`config.mk`:
```
export PLATFORM = sky130hd
export DESIGN_NAME = fifo_out_drain_ctrl
export DESIGN_NICKNAME = d
export VERILOG_FILES = /design/src/rtl/fifo_out_drain_ctrl.sv
export SDC_FILE = /design/constraint.sdc
export NUM_CORES = 1
export LEC_CHECK = 0
export ABC_AREA = 0
export BUFFER_PORTS_ARGS = -buffer_cell sky130_fd_sc_hd__buf_2
export CORE_MARGIN = 5
export CORE_UTILIZATION = 39
export CTS_CLUSTER_DIAMETER = 100
export CTS_CLUSTER_SIZE = 20
export DETAILED_ROUTE_END_ITERATION = 16
export PLACE_DENSITY = 0.69
export RECOVER_POWER = 100
export SETUP_SLACK_MARGIN = 0.2
export SYNTH_ARGS = -nofsm -noshare
export SYNTH_HDL_FRONTEND = slang
export SYNTH_SLANG_ARGS = --single-unit
```
`constraint.sdc`:
```
create_clock -name clk -period 3 [get_ports clk]
set_clock_uncertainty 0.05 [all_clocks]
set_input_delay 0.6 -clock clk [delete_from_list [all_inputs] [get_ports clk]]
set_output_delay 0.6 -clock clk [all_outputs]
set_load 0.1 [all_outputs]
```
`src/rtl/fifo_out_drain_ctrl.sv`:
```
// fifo_out_drain_ctrl: bus-master sequencer that drains the result FIFO slave
// into the local result memory. It polls the flag register, pops one word
// whenever the FIFO is non-empty, and writes it at an incrementing address.
// It stops when the programmed count is reached, when the poll timeout
// expires, when abort is seen, or when the FIFO reports a read error.
module fifo_out_drain_ctrl #(
  parameter int MEM_AW  = 8,
  parameter int CNT_W   = 6,
  parameter int TIMEOUT = 255
) (
  input  logic              clk,
  input  logic              reset_n,
  input  logic              start,
  input  logic              abort,
  input  logic [CNT_W-1:0]  cfg_count,
  input  logic [MEM_AW-1:0] cfg_base,
  output logic              m_sel,
  output logic              m_wr,
  output logic [7:0]        m_address,
  input  logic [31:0]       m_din,
  output logic              mem_we,
  output logic [MEM_AW-1:0] mem_addr,
  output logic [31:0]       mem_wdata,
  output logic              busy,
  output logic              done,
  output logic [1:0]        status,
  output logic [CNT_W-1:0]  words_done
);

  typedef enum logic [2:0] {
    IDLE, POLL, POLL_WAIT, READ, READ_WAIT, FIN
  } state_t;

  localparam logic [7:0]        ADDR_FLAG = 8'h20;
  localparam logic [7:0]        ADDR_DATA = 8'h21;
  localparam logic [7:0]        TMO_LIM   = 8'(TIMEOUT);
  localparam logic [7:0]        TMO_ONE   = 8'd1;
  localparam logic [MEM_AW-1:0] ADDR_ONE  = MEM_AW'(1);
  localparam logic [CNT_W-1:0]  CNT_ONE   = CNT_W'(1);

  localparam logic [1:0] ST_OK    = 2'b00;
  localparam logic [1:0] ST_TMO   = 2'b01;
  localparam logic [1:0] ST_ABORT = 2'b10;
  localparam logic [1:0] ST_RDERR = 2'b11;

  state_t            state_q, state_d;
  logic [MEM_AW-1:0] addr_q;
  logic [CNT_W-1:0]  rem_q;
  logic [7:0]        tmo_q;

  // Flag decode; only meaningful in POLL_WAIT when m_din carries the flag word.
  logic flag_rd_err, flag_empty, tmo_hit, last_word;
  assign flag_rd_err = m_din[0];
  assign flag_empty  = m_din[4];
  assign tmo_hit     = ((tmo_q + TMO_ONE) == TMO_LIM);
  assign last_word   = (rem_q == CNT_ONE);

  // State register; reset drops straight to IDLE with no done pulse.
  always_ff @(posedge clk or negedge reset_n) begin
    if (!reset_n) state_q <= IDLE;
    else          state_q <= state_d;
  end

  // Next-state: zero-count start goes straight to FIN to pulse done.
  always_comb begin
    state_d = state_q;
    case (state_q)
      IDLE:      if (start) state_d = (cfg_count != '0) ? POLL : FIN;
      POLL:      state_d = POLL_WAIT;
      POLL_WAIT: begin
        if (flag_rd_err)     state_d = FIN;
        else if (abort)      state_d = FIN;
        else if (flag_empty) state_d = tmo_hit ? FIN : POLL;
        else                 state_d = READ;
      end
      READ:      state_d = READ_WAIT;
      READ_WAIT: state_d = last_word ? FIN : POLL;
      FIN:       state_d = IDLE;
      default:   state_d = IDLE;
    endcase
  end

  // Outputs: bus request decoded from state only; memory write is the
  // combinational pass-through of the popped word during READ_WAIT.
  always_comb begin
    m_sel     = 1'b0;
    m_wr      = 1'b0;
    m_address = 8'h00;
    mem_we    = 1'b0;
    mem_addr  = '0;
    mem_wdata = '0;
    busy      = (state_q != IDLE);
    done      = (state_q == FIN);
    case (state_q)
      POLL: begin
        m_sel     = 1'b1;
        m_address = ADDR_FLAG;
      end
      READ: begin
        m_sel     = 1'b1;
        m_address = ADDR_DATA;
      end
      READ_WAIT: begin
        mem_we    = 1'b1;
        mem_addr  = addr_q;
        mem_wdata = m_din;
      end
      default: ;
    endcase
  end

  // Datapath: address/remaining/timeout counters plus sticky status.
  always_ff @(posedge clk or negedge reset_n) begin
    if (!reset_n) begin
      addr_q     <= '0;
      rem_q      <= '0;
      tmo_q      <= '0;
      words_done <= '0;
      status     <= ST_OK;
    end else begin
      case (state_q)
        IDLE: if (start) begin
          words_done <= '0;
          status     <= ST_OK;
          tmo_q      <= '0;
          if (cfg_count != '0) begin
            addr_q <= cfg_base;
            rem_q  <= cfg_count;
          end
        end
        POLL_WAIT: begin
          if (flag_rd_err)   status <= ST_RDERR;
          else if (abort)    status <= ST_ABORT;
          else if (flag_empty) begin
            tmo_q <= tmo_q + TMO_ONE;
            if (tmo_hit) status <= ST_TMO;
          end else           tmo_q <= '0;
        end
        READ_WAIT: begin
          addr_q     <= addr_q + ADDR_ONE;
          rem_q      <= rem_q - CNT_ONE;
          words_done <= words_done + CNT_ONE;
        end
        default: ;
      endcase
    end
  end

endmodule

```
==> flow_metrics.env <==
export IMPL_antenna_left=0
export IMPL_cts_tree="done"
export IMPL_p_leak_nw=1.572
export IMPL_fin_crit_ns=2.714
export IMPL_core_area_um2=5851
export IMPL_grt_pass1_vias=2301
export IMPL_place_gp_congestion=0.8511
export IMPL_holdWs_ns=0.4534
export IMPL_ys_async_sr_fraction_pct=100.0
export IMPL_reg2reg_to="rem_q[2]$_DFFE_PN0P_"
export IMPL_p_per_area_nw_per_um2=1145
export IMPL_grt_pass1_wl_um=11010
export IMPL_period_share_pct=90.47
export IMPL_clockRootBuffer="clkbuf_8"
export IMPL_dp_hpwl_um=5229
export IMPL_placementRows=28
export IMPL_grt_ovfl_total=0
export IMPL_syn2layout_area_growth_pct=26.98
export IMPL_grt_antenna_before_repair=0
export IMPL_yosysSeqAreaShare_pct=35.62
export IMPL_worstPathCellList="nor2_4 > buf_4 > nand2_1 > inv_2 > clkbuf_4"
export IMPL_crit_buf_inv=3
export IMPL_worst_pin_slew_ns=1.809
export IMPL_fmax_ghz=0.3684
export IMPL_drt_iter0_markers=115
export IMPL_r2r_slack_ns=0.71
export IMPL_insertedDiodeCount=0
export IMPL_synth_ff_latch_count=33
export IMPL_postCtsSetupBuffers=0
export IMPL_instances_no_fill=454
export IMPL_worst_path_max_fanout=19
export IMPL_cts_sinks=33
export IMPL_crit_slowest_cell="dfrtp_1"
export IMPL_avgSynthCellArea_um2=8.164
export IMPL_hp_start="words_done[5]$_DFFE_PN0P_"
export IMPL_rsz0062_at_grt="false"
export IMPL_required_ns=2.35
export IMPL_cap_viol_max_count=1
export IMPL_htreeDepth=2
export IMPL_slew_violations=34
export IMPL_slew_headroom_pct=-20.60
export IMPL_violations="capacitance limit, slew limit"
export IMPL_yosysTopAreaCell="dfrtp_1"
export IMPL_crit_cells=5
export IMPL_viasPerCell=5.295
export IMPL_clk_latency_ns=0.28
export IMPL_fin_area_um2=2944
export IMPL_clockBufferDepth=2
export IMPL_synth_edf_count=0
export IMPL_drive_above_1_share_pct=28.23
export IMPL_vias=2404
export IMPL_clkPwrFrac_pct=10.0
export IMPL_cts_buffers=5
export IMPL_grt_total_usage_pct=18.15
export IMPL_cts_resized=0
export IMPL_io_pins=111
export IMPL_hp_class="flip-flop to flip-flop"
export IMPL_synth_cell_types=48
export IMPL_die_height_um=87.10
export IMPL_io_buffers=103
export IMPL_hold_end="words_done[5]$_DFFE_PN0P_"
export IMPL_totalWireLength_um=6827
export IMPL_synth_area_top_cells="dfrtp_1 (36%), and3_1 (12%), o21ai_0 (5.2%)"
export IMPL_die_w_um=87.10
export IMPL_synthCells=284
export IMPL_fill_cells=586
export IMPL_cp_start_kind="flip-flop"
export IMPL_p_total_mw=3.371
export IMPL_drc_errors=0
export IMPL_initial_utilization_pct=39.63
export IMPL_place_inst=447
export IMPL_critPathMaxStageDelay_ns=0.53
export IMPL_dieArea_um2=7586
export IMPL_p_sw_mw=2.102
export IMPL_ff2ff_path_depth=5
export IMPL_placed_area_um2=2947
export IMPL_ir_drop_uv=1358
export IMPL_grt_start_max_net_pins=47
export IMPL_ys_warnings_count=0
export IMPL_final_cell_mix="buf_2 (48), and3_1 (45), clkbuf_2 (40)"
export IMPL_p_int_mw=1.269
export IMPL_synth_top_area_share_pct=35.62
export IMPL_hold_viol_final=0
export IMPL_p_seq_share_pct=23.1
export IMPL_worstSetupEndpointType="primary output"
export IMPL_ctsHoldBuffers=0
export IMPL_avgRoutedWirePerCell_um=15.04
export IMPL_cp_top_family="buffers and inverters"
export IMPL_p_comb_share_pct=66.9
export IMPL_finalSetupViolations=0
export IMPL_status="finished, violations left"
export IMPL_syn_area_um2=2318
export IMPL_crit_type="flip-flop to primary output"
export IMPL_dr_pass1_iters=4
export IMPL_final_common_cell="buf_2"
export IMPL_hold_depth=1
export IMPL_arrival_ns=2.06
export IMPL_reg2reg_from="state_q[1]$_DFFE_PN0N_"
export IMPL_ys_flop_type="dfrtp_1"
export IMPL_critPathLaunch="state_q[1]$_DFFE_PN0N_"
export IMPL_switching_share_pct=62.35
export IMPL_path_clk_slew_ns=0.06
export IMPL_final_nets=435
export IMPL_setup_tns_final_ns=0
==> cell type report <==
class | count | area, µm² | area share, %
tap | 75 | 93.84 | 3.187
clock buffer | 7 | 86.33 | 2.932
timing repair buffer | 107 | 571.8 | 19.42
multi-input combinational | 224 | 1336 | 45.39
sequential | 33 | 825.8 | 28.05
inverter | 8 | 30.03 | 1.020
==> kinds of logic (layout without fill, tap and decap cells) <==
kind of cell / Yosys count / after routing / synth area share, %
AO/OA/AOI/OAI: 70 / 70 / 19.27
adder cells (fa/ha/maj): 6 / 6 / 3.238
buffers and inverters: 33 / 122 / 7.609
XOR/XNOR: 2 / 2 / 0.7557
AND/OR/NAND/NOR: 135 / 135 / 31.62
multiplexers: 4 / 4 / 1.727
flip-flops: 33 / 33 / 35.62
other: 1 / 7 / 0.1617
==> power groups by stage <==
stage	Clock, mW	Combinational [mW]	Sequential [mW]
6_report	0.338	2.25	0.780
5_1_grt	0.369	2.40	0.807
4_1_cts	0.347	2.32	0.775
3_5_place_dp	0	2.32	0.780
3_3_place_gp	0	2.30	0.782
2_1_floorplan	0	1.76	0.891
==> stage by stage <==
step / setup slack, ns / util [%]
floorplan: 0.2962 / -
global placement: 0.7135 / 50.36
detailed placement: 0.6790 / 50.36
CTS: 0.3606 / 51.84
global route: 0.1476 / 50.32
finish: 0.2859 / 50.32
==> cells in the mapped netlist, types with 5 or more instances <==
cell type	n
a21oi_1	14
and3_1	45
buf_2	5
buf_4	8
clkbuf_1	9
dfrtp_1	33
ha_1	6
inv_1	7
nand2_1	28
nand2b_1	5
nand3_1	16
nand4_1	7
nor2_1	17
o21ai_0	24
o31ai_1	5
==> state kept, by name, summed over array words and instances, names as in the netlist <==
| register | cells |
|---|---|
| tmo_q | 8 |
| words_done | 6 |
| status | 2 |
| state_q | 3 |
| addr_q | 8 |
| rem_q | 6 |
==> metal layers <==
metal,vias to the layer above,track usage [%],share of wire (%)
li1,1204,-,-
met1,1089,23.83,43
met2,104,30.30,48
met3,7,4.920,8.4
met4,0,3.208,0.78
met5,-,0,0
==> how the worst max path moves through the flow <==
stage | end | slack [ns]
3_5_place_dp | mem_addr[6] | 0.68
5_1_grt | mem_addr[6] | 0.15
3_3_place_gp | mem_addr[6] | 0.71
4_1_cts | mem_addr[6] | 0.36
2_1_floorplan | done | 0.30
6_report | mem_we | 0.29
(Power assumes the default switching activity.)
